<file path="config.mk">
export PLATFORM = sky130hd
export DESIGN_NAME = square_wave_meter_flat
export DESIGN_NICKNAME = d
export VERILOG_FILES = /design/src/rtl/sq_wave_pkg.sv /design/src/rtl/square_wave_meter_if.sv /design/src/rtl/sync_edge_det.sv /design/src/rtl/square_wave_meter.sv /design/src/flat_wrapper.sv
export SDC_FILE = /design/constraint.sdc
export NUM_CORES = 1
export LEC_CHECK = 0
export CAP_MARGIN = 30
export CORE_MARGIN = 3
export CORE_UTILIZATION = 41
export DETAILED_ROUTE_END_ITERATION = 10
export PLACE_DENSITY = 0.58
export SLEW_MARGIN = 25
export SYNTH_ARGS = -nofsm -noshare
export SYNTH_HDL_FRONTEND = slang
export SYNTH_SLANG_ARGS = --single-unit
</file>
<file path="constraint.sdc">
create_clock -name clk -period 6.3 [get_ports clk]
set_input_delay 0.63 -clock clk [delete_from_list [all_inputs] [get_ports clk]]
set_output_delay 0.63 -clock clk [all_outputs]
set_load 0.02 [all_outputs]
</file>
<file path="src/rtl/sq_wave_pkg.sv">
// rtl/sq_wave_pkg.sv - shared square-wave generator/meter definitions
// Purpose: FSM state encoding for the meter and width defaults shared with the
//          square-wave generator (its on/off length width sets the meter width).
// Ports:   none (package)
package sq_wave_pkg;

  // Generator on/off length register width; meter counters default to match.
  localparam int GEN_ONOFF_W     = 8;
  localparam int DEF_CNT_W       = GEN_ONOFF_W;
  localparam int DEF_SYNC_STAGES = 2;
  localparam int DEF_TIMEOUT     = 200;
  localparam int IDLE_CNT_W      = 16;

  // LOW0 is the first low phase after IDLE: the preceding high is unknown, so
  // the period that it closes is never published.
  typedef enum logic [1:0] {
    ST_IDLE = 2'd0,
    ST_LOW0 = 2'd1,
    ST_HIGH = 2'd2,
    ST_LOW  = 2'd3
  } meter_state_t;

endpackage

</file>
<file path="src/rtl/square_wave_meter_if.sv">
// rtl/square_wave_meter_if.sv - control and result bundle of the square-wave meter
// Purpose: groups the meter's enable/input and published measurement signals.
// Signals: en, sig_in (to meter); high_len, low_len, period, meas_valid,
//          meas_sat, stuck, stuck_level (from meter).
// Modports: master = stimulus/consumer side, slave = meter side.
interface square_wave_meter_if
  import sq_wave_pkg::*;
#(
  parameter int CNT_W = DEF_CNT_W
);
  logic             en;
  logic             sig_in;
  logic [CNT_W-1:0] high_len;
  logic [CNT_W-1:0] low_len;
  logic [CNT_W:0]   period;
  logic             meas_valid;
  logic             meas_sat;
  logic             stuck;
  logic             stuck_level;

  modport master (
    output en, sig_in,
    input  high_len, low_len, period, meas_valid, meas_sat, stuck, stuck_level
  );

  modport slave (
    input  en, sig_in,
    output high_len, low_len, period, meas_valid, meas_sat, stuck, stuck_level
  );
endinterface

</file>
<file path="src/rtl/sync_edge_det.sv">
// rtl/sync_edge_det.sv - input synchronizer with edge detection
// Purpose: brings an asynchronous level into the clk domain and flags its edges.
// Ports:   clk, rst (async, active-high); sig_in (async level);
//          s (synchronized level), rise, fall (single-cycle, combinational
//          from s and its one-cycle-delayed copy).
module sync_edge_det
  import sq_wave_pkg::*;
#(
  parameter int SYNC_STAGES = DEF_SYNC_STAGES
) (
  input  logic clk,
  input  logic rst,
  input  logic sig_in,
  output logic s,
  output logic rise,
  output logic fall
);
  logic [SYNC_STAGES-1:0] sync_q;
  logic                   prev;

  always_ff @(posedge clk or posedge rst) begin
    if (rst) begin
      sync_q <= '0;
      prev   <= 1'b0;
    end else begin
      sync_q <= {sync_q[SYNC_STAGES-2:0], sig_in};
      prev   <= sync_q[SYNC_STAGES-1];
    end
  end

  assign s    = sync_q[SYNC_STAGES-1];
  assign rise = s & ~prev;
  assign fall = ~s & prev;
endmodule

</file>
<file path="src/rtl/square_wave_meter.sv">
// rtl/square_wave_meter.sv - square-wave high/low/period meter with stuck detect
// Purpose: measures high time, low time and period of sig_in in clk cycles and
//          publishes one result per full period; flags an edge-less input.
// Ports:   clk, rst (async, active-high);
//          bus (slave): en, sig_in in; high_len, low_len, period, meas_valid,
//          meas_sat, stuck, stuck_level out.
module square_wave_meter
  import sq_wave_pkg::*;
#(
  parameter int CNT_W       = DEF_CNT_W,
  parameter int SYNC_STAGES = DEF_SYNC_STAGES,
  parameter int TIMEOUT     = DEF_TIMEOUT
) (
  input logic                clk,
  input logic                rst,
  square_wave_meter_if.slave bus
);
  localparam logic [CNT_W-1:0]      CNT_MAX    = '1;
  localparam logic [IDLE_CNT_W-1:0] TIMEOUT_M1 = IDLE_CNT_W'(TIMEOUT - 1);

  logic s, rise, fall, any_edge;

  sync_edge_det #(.SYNC_STAGES(SYNC_STAGES)) u_sync (
    .clk    (clk),
    .rst    (rst),
    .sig_in (bus.sig_in),
    .s      (s),
    .rise   (rise),
    .fall   (fall)
  );

  meter_state_t          state, state_nxt;
  logic [CNT_W-1:0]      hcnt, lcnt;
  logic                  hsat, lsat;
  logic [IDLE_CNT_W-1:0] idle_cnt;
  logic                  timeout_hit;
  logic                  load_h, load_l, inc_h, inc_l, publish, clr_cnt;

  logic [CNT_W-1:0] high_len_q, low_len_q;
  logic [CNT_W:0]   period_q;
  logic             meas_valid_q, meas_sat_q, stuck_q, stuck_level_q;

  assign any_edge = rise | fall;
  // An edge in the same cycle as the limit resets the idle count instead.
  assign timeout_hit = bus.en && !any_edge && (idle_cnt == TIMEOUT_M1);

  always_ff @(posedge clk or posedge rst) begin
    if (rst) state <= ST_IDLE;
    else     state <= state_nxt;
  end

  always_comb begin
    state_nxt = state;
    load_h    = 1'b0;
    load_l    = 1'b0;
    inc_h     = 1'b0;
    inc_l     = 1'b0;
    publish   = 1'b0;
    clr_cnt   = 1'b0;
    if (!bus.en || timeout_hit) begin
      state_nxt = ST_IDLE;
      clr_cnt   = 1'b1;
    end else begin
      case (state)
        ST_IDLE: begin
          if (fall) begin
            state_nxt = ST_LOW0;
            load_l    = 1'b1;
          end
        end
        ST_LOW0: begin
          if (rise) begin
            state_nxt = ST_HIGH;
            load_h    = 1'b1;
          end else begin
            inc_l = 1'b1;
          end
        end
        ST_HIGH: begin
          if (fall) begin
            state_nxt = ST_LOW;
            load_l    = 1'b1;
          end else begin
            inc_h = 1'b1;
          end
        end
        ST_LOW: begin
          if (rise) begin
            state_nxt = ST_HIGH;
            load_h    = 1'b1;
            publish   = 1'b1;
          end else begin
            inc_l = 1'b1;
          end
        end
        default: state_nxt = ST_IDLE;
      endcase
    end
  end

  // Length counters: a load counts the edge cycle itself as the first cycle.
  // At the ceiling the count freezes and the sat flag records the lost cycles.
  always_ff @(posedge clk or posedge rst) begin
    if (rst) begin
      hcnt <= '0;
      lcnt <= '0;
      hsat <= 1'b0;
      lsat <= 1'b0;
    end else if (clr_cnt) begin
      hcnt <= '0;
      lcnt <= '0;
      hsat <= 1'b0;
      lsat <= 1'b0;
    end else begin
      if (load_h) begin
        hcnt <= CNT_W'(1);
        hsat <= 1'b0;
      end else if (inc_h) begin
        if (hcnt == CNT_MAX) hsat <= 1'b1;
        else                 hcnt <= hcnt + CNT_W'(1);
      end
      if (load_l) begin
        lcnt <= CNT_W'(1);
        lsat <= 1'b0;
      end else if (inc_l) begin
        if (lcnt == CNT_MAX) lsat <= 1'b1;
        else                 lcnt <= lcnt + CNT_W'(1);
      end
    end
  end

  // Idle counter and stuck flag. The counter saturates so the timeout fires
  // only once per edge-less stretch.
  always_ff @(posedge clk or posedge rst) begin
    if (rst) begin
      idle_cnt      <= '0;
      stuck_q       <= 1'b0;
      stuck_level_q <= 1'b0;
    end else if (!bus.en || any_edge) begin
      idle_cnt <= '0;
      stuck_q  <= 1'b0;
    end else begin
      if (idle_cnt != '1) idle_cnt <= idle_cnt + IDLE_CNT_W'(1);
      if (timeout_hit) begin
        stuck_q       <= 1'b1;
        stuck_level_q <= s;
      end
    end
  end

  // Published results; publish samples the counts before this cycle's reload.
  always_ff @(posedge clk or posedge rst) begin
    if (rst) begin
      high_len_q   <= '0;
      low_len_q    <= '0;
      period_q     <= '0;
      meas_sat_q   <= 1'b0;
      meas_valid_q <= 1'b0;
    end else begin
      meas_valid_q <= publish;
      if (publish) begin
        high_len_q <= hcnt;
        low_len_q  <= lcnt;
        period_q   <= {1'b0, hcnt} + {1'b0, lcnt};
        meas_sat_q <= hsat | lsat;
      end
    end
  end

  assign bus.high_len    = high_len_q;
  assign bus.low_len     = low_len_q;
  assign bus.period      = period_q;
  assign bus.meas_valid  = meas_valid_q;
  assign bus.meas_sat    = meas_sat_q;
  assign bus.stuck       = stuck_q;
  assign bus.stuck_level = stuck_level_q;
endmodule

</file>
<file path="src/flat_wrapper.sv">
// flat-port wrapper written by rule: the top's interface ports become plain ports
module square_wave_meter_flat import sq_wave_pkg::*;
#(
  parameter int CNT_W       = DEF_CNT_W,
  parameter int SYNC_STAGES = DEF_SYNC_STAGES,
  parameter int TIMEOUT     = DEF_TIMEOUT
)
  (clk, rst, bus_en, bus_sig_in, bus_high_len, bus_low_len, bus_period, bus_meas_valid, bus_meas_sat, bus_stuck, bus_stuck_level);
  square_wave_meter_if #(.CNT_W(CNT_W)) bus_i ();
  input logic clk;
  input logic rst;
  input wire logic [$bits(bus_i.en)-1:0] bus_en;
  input wire logic [$bits(bus_i.sig_in)-1:0] bus_sig_in;
  output wire logic [$bits(bus_i.high_len)-1:0] bus_high_len;
  output wire logic [$bits(bus_i.low_len)-1:0] bus_low_len;
  output wire logic [$bits(bus_i.period)-1:0] bus_period;
  output wire logic [$bits(bus_i.meas_valid)-1:0] bus_meas_valid;
  output wire logic [$bits(bus_i.meas_sat)-1:0] bus_meas_sat;
  output wire logic [$bits(bus_i.stuck)-1:0] bus_stuck;
  output wire logic [$bits(bus_i.stuck_level)-1:0] bus_stuck_level;
  assign bus_i.en = bus_en;
  assign bus_i.sig_in = bus_sig_in;
  assign bus_high_len = bus_i.high_len;
  assign bus_low_len = bus_i.low_len;
  assign bus_period = bus_i.period;
  assign bus_meas_valid = bus_i.meas_valid;
  assign bus_meas_sat = bus_i.meas_sat;
  assign bus_stuck = bus_i.stuck;
  assign bus_stuck_level = bus_i.stuck_level;
  square_wave_meter #(.CNT_W(CNT_W), .SYNC_STAGES(SYNC_STAGES), .TIMEOUT(TIMEOUT)) u_core (.clk(clk), .rst(rst), .bus(bus_i));
endmodule
</file>
==> run metrics, run 1 <==
register area share after synthesis 0.516; post-route worst hold slack 0.356 ns; number of optimization iterations in the first detailed-route pass 4; total length of routed wires 6140 um; count of different cell masters after synthesis 45; routed length per instance 13.6 um; number of remaining DRC errors 0; source-to-sink clock delay at the later pin of the worst-skew pair 0.34 ns; antenna violations before repair 0; deepest clock path buffer count 2; number of buffers inserted for hold repair after clock tree synthesis 0; Avg Cell Area, Syn 10.8 um2; area fraction of the dominant cell type after synthesis 0.516; RSZ-0062 raised after global routing no; CTS clock-pin slew for the worst setup and hold paths 0.07 ns; slowest stage cell on the critical path sky130_fd_sc_hd__clkdlybuf4s50_1; worst-path maximum fanout 34; pin count of the biggest net entering global routing 69; number of buffers created by CTS 9; Post-CTS Setup Bufs 0; most common flop cell mapped by yosys sky130_fd_sc_hd__dfrtp_1; cell row count 32; post-synthesis to final-layout area growth 19.3%; total negative setup slack 0 ns; Num Clock Sinks 68; Setup Skew 0.0114 ns; placed cell area 3720 um2; Setup Viol. Count Final 0; highest achievable clock rate 334 MHz; first-pass GRT wire length 10600 um; top post-synthesis cells by count sky130_fd_sc_hd__dfrtp_1, sky130_fd_sc_hd__nor2_1, sky130_fd_sc_hd__nand2_1, sky130_fd_sc_hd__xor2_1, sky130_fd_sc_hd__mux2_2; part of the cycle the worst path needs 0.475; number of antenna diodes 0; height of the chip 95.7 um; flop and latch count out of synthesis 68; Pins Over Slew Limit 0; Layout Cell Area excl Fill 3940 um2; initial core utilization 0.425; Critical Path Max Stage Delay 0.63 ns; final hold vios 0; capturing element type of the critical path flop; fraction of layout cells with a size suffix above 1 0.117; Placement Setup Slack 2.92 ns; status finished, final reports clean; combined area of all synthesized cells 3300 um2; path category of the worst min-delay check flop to flop; root buffer selected by CTS sky130_fd_sc_hd__clkbuf_8; slew at the pin with the worst max-slew slack 0.830 ns; cts repair resizes 0; launching element type of the critical path primary input; power per cell area 221 nW/um2; area share of xor/xnor cells in the synthesized design 0.0743; worst rel slew slack 0.447; number of warnings issued by yosys 0; number of enable flip-flop cells after synthesis 0; required time reported for the critical path endpoint 6.52 ns; mux share of post-synthesis cell area 0.0705; Worst Path Arrival 3.22 ns; most repeated cell in the gate-level netlist after synthesis sky130_fd_sc_hd__dfrtp_1; Port Buf Inserts 32; gr usage total 0.151; reg-to-reg setup timing slack 3.60 ns; post-synthesis cell type with the largest combined area sky130_fd_sc_hd__dfrtp_1; dominant combinational cell family by area after synthesis simple AND/OR/NAND/NOR gates; Core Region 7770 um2; number of top-level pins 33; crit path setup slack, layout 3.31 ns; net total in the final layout 362; critical path class primary input to flop; placed wire-length estimate after detailed placement 4310 um; number of global-route vias before repair 2240; global-route congestion overflow total 0; Horiz. Die Dim 95.7 um; Max rail drop VDD 0.121 mV; H-tree depth 3; RD Place Congestion 0.794; total via count in the routed design 2290; Synth Net Count 324; synthesized-area fraction occupied by and/or/nand/nor cells 0.172; minimum clock period 2.99 ns; fraction of the mapped netlist area in compound gates 0.0914; number of max-capacitance violations reported 0; biggest area contributors in the synthesized netlist sky130_fd_sc_hd__dfrtp_1, sky130_fd_sc_hd__mux2_2, sky130_fd_sc_hd__xor2_1; adder and majority cell fraction of the synthesized area 0.0553; TritonCTS clock tree yes; number of nets with antenna violations after routing 0; gate count after technology mapping 306; Async SR Flop Fraction 1.00; total die area 9160 um2; number of DRC markers in iteration 0 109; series of cell instances along the critical path clkdlybuf4s50_1 -> nand2_1 -> or3_4 -> o311ai_4 -> buf_4 -> mux2_2; Static Leakage 1.78 nW; vias per cell 5.08
-- cell type report --
class / count / area, um2
clock buffers: 10 / 128
clock inverters: 6 / 88.8
fillers: 739 / 3830
inverters: 7 / 26.3
multi-input cells: 224 / 1530
flip-flops and latches: 68 / 1700
well taps: 102 / 128
repair buffers: 34 / 335
-- cells in the final DEF (no fill, tap or decap), types with 6 or more instances in the layout --
cell and n:
sky130_fd_sc_hd__nand4_1 11, sky130_fd_sc_hd__ha_1 13, sky130_fd_sc_hd__dfrtp_1 68, sky130_fd_sc_hd__clkbuf_8 9
sky130_fd_sc_hd__nor2_1 38, sky130_fd_sc_hd__nand3_1 9, sky130_fd_sc_hd__nand2_1 27, sky130_fd_sc_hd__inv_1 6
sky130_fd_sc_hd__o21ai_0 12, sky130_fd_sc_hd__a21oi_1 14, sky130_fd_sc_hd__and3_1 7, sky130_fd_sc_hd__xnor2_1 9
sky130_fd_sc_hd__xor2_1 19, sky130_fd_sc_hd__clkdlybuf4s50_1 32, sky130_fd_sc_hd__mux2_2 18
-- worst paths after layout --
check	from	to	cells past startpoint
hold reg to reg	u_core.u_sync.sync_q[0]	u_core.u_sync.sync_q[1]	0
min in group asynchronous	rst	u_core.bus.period[3]	3
setup reg to reg	u_core.u_sync.sync_q[1]	u_core.bus.low_len[2]	6
hold / removal	u_core.u_sync.sync_q[0]	u_core.u_sync.sync_q[1]	0
max in group asynchronous	rst	u_core.idle_cnt[7]	3
setup / recovery	bus_en	u_core.bus.low_len[2]	6
-- through the flow --
step | utilization | power, mW | cells
2_1_floorplan | - | 0.478 | 306
3_3_place_gp | 0.479 | 0.489 | 435
3_5_place_dp | 0.479 | 0.489 | 435
4_1_cts | 0.507 | 0.884 | 451
5_1_grt | 0.507 | 0.909 | 451
6_report | 0.507 | 0.871 | 451
-- critical path: cells and delay by family --
| family | cells | cell delay (ns) |
|---|---|---|
| AND/OR/NAND/NOR | 2 | 0.91 |
| AO/OA/AOI/OAI | 1 | 0.25 |
| multiplexers | 1 | 0.38 |
| buffers and inverters | 2 | 1.01 |
-- where the power goes --
part	internal (mW)	total, mW	switching, mW
logic	0.0113	0.0334	0.0220
clock network	0.223	0.392	0.169
registers	0.441	0.446	0.00503
-- flip-flops by register name, summed over array words and instances, names as in the netlist, 2 cells and up --
register	cells
u_core.idle_cnt	16
u_core.bus.period	9
u_core.bus.high_len	8
u_core.bus.low_len	8
u_core.hcnt	8
u_core.lcnt	8
u_core.state	2
u_core.u_sync.sync_q	2
-- layer usage --
layer,routed length [um],vias to the layer above,GRT usage,share of wire
li1,-,1157,-,-
met1,3120,1093,0.218,0.51
met2,2720,35,0.220,0.44
met3,225,5,0.0297,0.037
met4,72,0,0.0675,0.012
met5,0,-,0,0
-- kinds of logic after synthesis --
kind of cell             after synthesis
multiplexers                          21
buffers and inverters                 14
AND/OR/NAND/NOR                      115
XOR/XNOR                              28
flip-flops                            68
AO/OA/AOI/OAI                         46
adder cells (fa/ha/maj)               14
(Power assumes the default switching activity.)
==> run 2: changes to the inputs <==
clock period = 3.1 ns   (was 6.3 ns; I/O delays follow)
==> run 2 against run 1 <==
  * First-iteration DRC count shrank 36%
  * Cell count is 0.67% higher
  * Sequential power rose by 100%
  * Setup slack got worse by 2.7 ns
  * Largest power group unchanged
  * Clock skew rose by 0.0011 ns
  * Design area shrank 0.16%
==> run metrics, run 2 (synthesized netlist as in run 1, its figures left out) <==
cell row count 32; capturing element type of the critical path flop; initial core utilization 0.425; vias per cell 5.04; part of the cycle the worst path needs 0.797; number of nets with antenna violations after routing 0; number of buffers created by CTS 9; Max rail drop VDD 0.280 mV; post-route worst hold slack 0.358 ns; power per cell area 420 nW/um2; Pins Over Slew Limit 0; reg-to-reg setup timing slack 0.63 ns; gr usage total 0.154; Worst Path Arrival 2.70 ns; number of top-level pins 33; post-synthesis to final-layout area growth 19.1%; total via count in the routed design 2290; routed length per instance 13.9 um; Horiz. Die Dim 95.7 um; Setup Skew 0.0125 ns; number of max-capacitance violations reported 0; pin count of the biggest net entering global routing 34; worst-case reg-to-reg path depth 5; total die area 9160 um2; Core Region 7770 um2; critical path class flop to flop; slew at the pin with the worst max-slew slack 0.738 ns; placed wire-length estimate after detailed placement 4540 um; final hold vios 0; slowest stage cell on the critical path sky130_fd_sc_hd__or4_1; worst-path maximum fanout 33; most common library cell in the layout ignoring fill and taps sky130_fd_sc_hd__dfrtp_1; flip-flop count of the largest register after layout 16; CTS clock-pin slew for the worst setup and hold paths 0.08 ns; Port Buf Inserts 32; number of buffer and inverter stages on the critical path 1; number of antenna diodes 0; total length of routed wires 6290 um; Post-CTS Setup Bufs 0; antenna violations before repair 0; critical register-to-register path endpoint u_core.bus.high_len[4]; placed cell area 3740 um2; total negative setup slack 0 ns; hold_sp u_core.u_sync.sync_q[0]; fraction of layout cells with a size suffix above 1 0.128; Critical Path Max Stage Delay 0.51 ns; root buffer selected by CTS sky130_fd_sc_hd__clkbuf_8; reg-to-reg startpoint u_core.idle_cnt[13]; source-to-sink clock delay at the later pin of the worst-skew pair 0.34 ns; Static Leakage 1.78 nW; RSZ-0062 raised after global routing no; path category of the worst min-delay check flop to flop; Layout Cell Area excl Fill 3930 um2; number of remaining DRC errors 0; deepest clock path buffer count 2; worst rel slew slack 0.501; first-pass GRT wire length 10800 um; TritonCTS clock tree yes; net total in the final layout 365; Setup Viol. Count Final 0; endpoint of the worst hold path u_core.u_sync.sync_q[1]; required time reported for the critical path endpoint 3.33 ns; number of DRC markers in iteration 0 70; commonest cells after routing, fill and taps aside sky130_fd_sc_hd__dfrtp_1, sky130_fd_sc_hd__nor2_1, sky130_fd_sc_hd__clkdlybuf4s50_1; highest achievable clock rate 405 MHz; number of buffers inserted for hold repair after clock tree synthesis 0; launching element type of the critical path flop; Worst Hold Path Cells 0; global-route congestion overflow total 0; status finished, final reports clean; series of cell instances along the critical path or4_1 -> or3_4 -> o311ai_4 -> buf_4 -> mux2_2; H-tree depth 3; number of global-route vias before repair 2205; cts repair resizes 0; register bank with the most flops u_core.idle_cnt; height of the chip 95.7 um; Layout fillers 759; number of optimization iterations in the first detailed-route pass 4; RD Place Congestion 0.802; Num Clock Sinks 68; minimum clock period 2.47 ns; Crit path max-delay family simple AND/OR/NAND/NOR gates
==> run 2: changes by cell type in the layout (fill, tap and decap cells not counted), sizes merged <==
cell,previous run,this run
buf,2,5
bufinv,2,0
clkbuf,10,11
clkinvlp,2,3
==> run 2: how the worst max path moves through the flow <==
stage,start,end,slack [ns],depth (start not counted)
after global routing,u_core.idle_cnt[13],u_core.bus.low_len[6],0.52,5
after global placement,u_core.idle_cnt[13],u_core.bus.high_len[4],0.66,5
after detailed placement,u_core.idle_cnt[13],u_core.bus.high_len[4],0.62,5
after CTS,u_core.idle_cnt[13],u_core.bus.high_len[4],0.62,5
after floorplan,u_core.idle_cnt[13],u_core.bus.high_len[2],0.81,5
final,u_core.idle_cnt[13],u_core.bus.high_len[4],0.63,5
==> run 2: area by class of cell <==
type | count | area (um2) | share of cell area
clock inverters | 5 | 36.3 | 0.00923
flip-flops and latches | 68 | 1700 | 0.433
repair buffers | 37 | 358 | 0.0910
clock buffers | 11 | 151 | 0.0385
multi-input cells | 224 | 1530 | 0.389
inverters | 7 | 26.3 | 0.00668
well taps | 102 | 128 | 0.0325
==> run 2: layer usage <==
layer  part of all wire  global-route usage  up-vias  wire, um
met2               0.43               0.223       40      2720
met1               0.52               0.226     1079      3260
met5                  0                   0        -         0
met4              0.017              0.0640        0       106
li1                   -                   -     1161         -
met3              0.032              0.0281       10       199
==> run 2: stage by stage <==
stage | instances | setup slack (ns) | total power, mW | utilization
6_report | 454 | 0.630 | 1.65 | 0.506
5_1_grt | 454 | 0.519 | 1.73 | 0.506
4_1_cts | 454 | 0.622 | 1.67 | 0.506
3_5_place_dp | 438 | 0.616 | 0.998 | 0.482
3_3_place_gp | 438 | 0.659 | 0.997 | 0.482
2_1_floorplan | 306 | 0.814 | 0.971 | -
==> run 2: where the power goes <==
group,total [mW],internal [mW],switching [mW]
clock,0.672,0.334,0.339
sequential,0.906,0.896,0.0104
combinational,0.0721,0.0262,0.0459
==> run 3: changes to the inputs <==
clock period = 2.5 ns   (was 3.1 ns; I/O delays follow)
==> run 3 against run 2 <==
  * Flip-flop and latch count unchanged
  * Design area increased by 1.5%
  * Die area unchanged
  * Clock power increased by 42%
  * Routed wire length increased by 0.43%
  * Via count decreased by 1.0%
  * Worst hold slack got worse by 0.068 ns
  * Register-to-register slack got worse by 0.42 ns
  * Combinational power increased by 27%
  * Largest cell class unchanged
==> run metrics, run 3 (synthesized netlist as in run 1, its figures left out) <==
reg-to-reg startpoint u_core.idle_cnt[13]; number of global-route vias before repair 2180; Setup Skew 0.00894 ns; most common library cell in the layout ignoring fill and taps sky130_fd_sc_hd__dfrtp_1; number of top-level pins 33; number of optimization iterations in the first detailed-route pass 4; antenna violations before repair 0; Num Clock Sinks 68; total negative setup slack 0 ns; placed wire-length estimate after detailed placement 4490 um; launching element type of the critical path flop; GRT met3 Usage 0.0539; number of antenna diodes 0; Final Core Density 0.514; highest achievable clock rate 436 MHz; critical register-to-register path endpoint u_core.bus.low_len[0]; slowest stage cell on the critical path sky130_fd_sc_hd__or4_1; deepest clock path buffer count 2; vias per cell 4.98; met1 layer usage reported by global route 0.220; power per cell area 544 nW/um2; CTS clock-pin slew for the worst setup and hold paths 0.07 ns; Horiz. Die Dim 95.7 um; series of cell instances along the critical path or4_1 -> or3_4 -> o311ai_4 -> buf_12 -> mux2_2; initial core utilization 0.425; capturing element type of the critical path flop; required time reported for the critical path endpoint 2.72 ns; cts repair resizes 0; Post-CTS Setup Bufs 0; flip-flop count of the largest register after layout 16; register bank with the most flops u_core.idle_cnt; Layout Cell Area excl Fill 3990 um2; critical path class flop to flop; gr usage total 0.155; fraction of layout cells with a size suffix above 1 0.127; worst-path maximum fanout 23; first element of the critical path u_core.idle_cnt[13]; Critical Path Max Stage Delay 0.50 ns; source-to-sink clock delay at the later pin of the worst-skew pair 0.34 ns; Setup Viol. Count Final 0; slew at the pin with the worst max-slew slack 0.487 ns; placed cell area 3780 um2; total via count in the routed design 2266; net total in the final layout 367; status finished, final reports clean; Worst Path Arrival 2.52 ns; reg-to-reg setup timing slack 0.21 ns; Core Region 7770 um2; routed length per instance 13.9 um; Port Buf Inserts 32; Static Leakage 1.82 nW; total length of routed wires 6320 um; H-tree depth 3; part of the cycle the worst path needs 0.917; height of the chip 95.7 um; number of DRC markers in iteration 0 90; final hold vios 0; RSZ-0062 raised after global routing no; number of nets with antenna violations after routing 0; first-pass GRT wire length 10700 um; cell row count 32; path category of the worst min-delay check primary input to asynchronous set/reset pin; TritonCTS clock tree yes; number of buffers inserted for hold repair after clock tree synthesis 0; Max rail drop VDD 0.310 mV; RD Place Congestion 0.785; Worst setup endpoint u_core.bus.low_len[0]; total power after layout 2.17 mW; post-placement cell count 440; number of max-capacitance violations reported 0; post-synthesis to final-layout area growth 20.8%; global-route congestion overflow total 0; worst-case reg-to-reg path depth 5; number of remaining DRC errors 0; final standard cell count with taps included and fillers excluded 455; most congested layer reported by global routing met1; total die area 9160 um2; commonest cells after routing, fill and taps aside sky130_fd_sc_hd__dfrtp_1, sky130_fd_sc_hd__nor2_1, sky130_fd_sc_hd__clkdlybuf4s50_1; worst rel slew slack 0.674; minimum clock period 2.29 ns; number of buffers created by CTS 9; Pins Over Slew Limit 0; pin count of the biggest net entering global routing 69; fraction of met2 tracks used by global routing 0.219; root buffer selected by CTS sky130_fd_sc_hd__clkbuf_8
run 3: changes by cell type in the layout (fill, tap and decap cells not counted), moves of 2 or more:
cell,before,now
sky130_fd_sc_hd__buf_12,0,2
sky130_fd_sc_hd__bufinv_16,0,2
sky130_fd_sc_hd__clkbuf_8,11,9
sky130_fd_sc_hd__clkinvlp_4,3,1
run 3: per-stage QoR:
| step | hold WS, ns | worst slack (ns) |
|---|---|---|
| after CTS | 0.295 | 0.198 |
| after floorplan | 0.281 | 0.214 |
| final | 0.290 | 0.207 |
| after detailed placement | 0.340 | 0.209 |
| after global routing | 0.319 | 0.131 |
| after global placement | 0.336 | 0.220 |
run 3: worst min path at each step:
stage,cells past startpoint,to,slack [ns]
2_1_floorplan,0,u_core.u_sync.sync_q[0],0.28
3_3_place_gp,0,u_core.u_sync.sync_q[1],0.34
3_5_place_dp,0,u_core.u_sync.sync_q[1],0.34
4_1_cts,3,u_core.bus.period[4],0.29
5_1_grt,3,u_core.bus.low_len[2],0.32
6_report,3,u_core.bus.low_len[2],0.29
run 3: where the power goes:
group	total [mW]	leakage (nW)	switching, mW	internal [mW]
clock network	0.955	0.102	0.402	0.553
logic	0.0914	0.777	0.0565	0.0349
registers	1.12	0.940	0.0134	1.11
run 3: routing by layer:
layer | routed length, um | up-vias
met5 | 0 | -
met1 | 3340 | 1072
met4 | 100 | 0
li1 | - | 1161
met3 | 192 | 8
met2 | 2680 | 25
run 3: critical path: cells and delay by family (launching register included):
kind	cells	cell delay, ns
AO/OA/AOI/OAI	1	0.32
buffers and inverters	1	0.22
flip-flops	1	0.43
multiplexers	1	0.35
AND/OR/NAND/NOR	2	0.85
run 3: cell type report:
type / instances / area, um2
fill: 736 / 3780
sequential: 68 / 1700
multi-input combinational: 224 / 1530
timing repair buffer: 39 / 398
clock buffer: 10 / 128
tap: 102 / 128
clock inverter: 5 / 77.6
inverter: 7 / 26.3
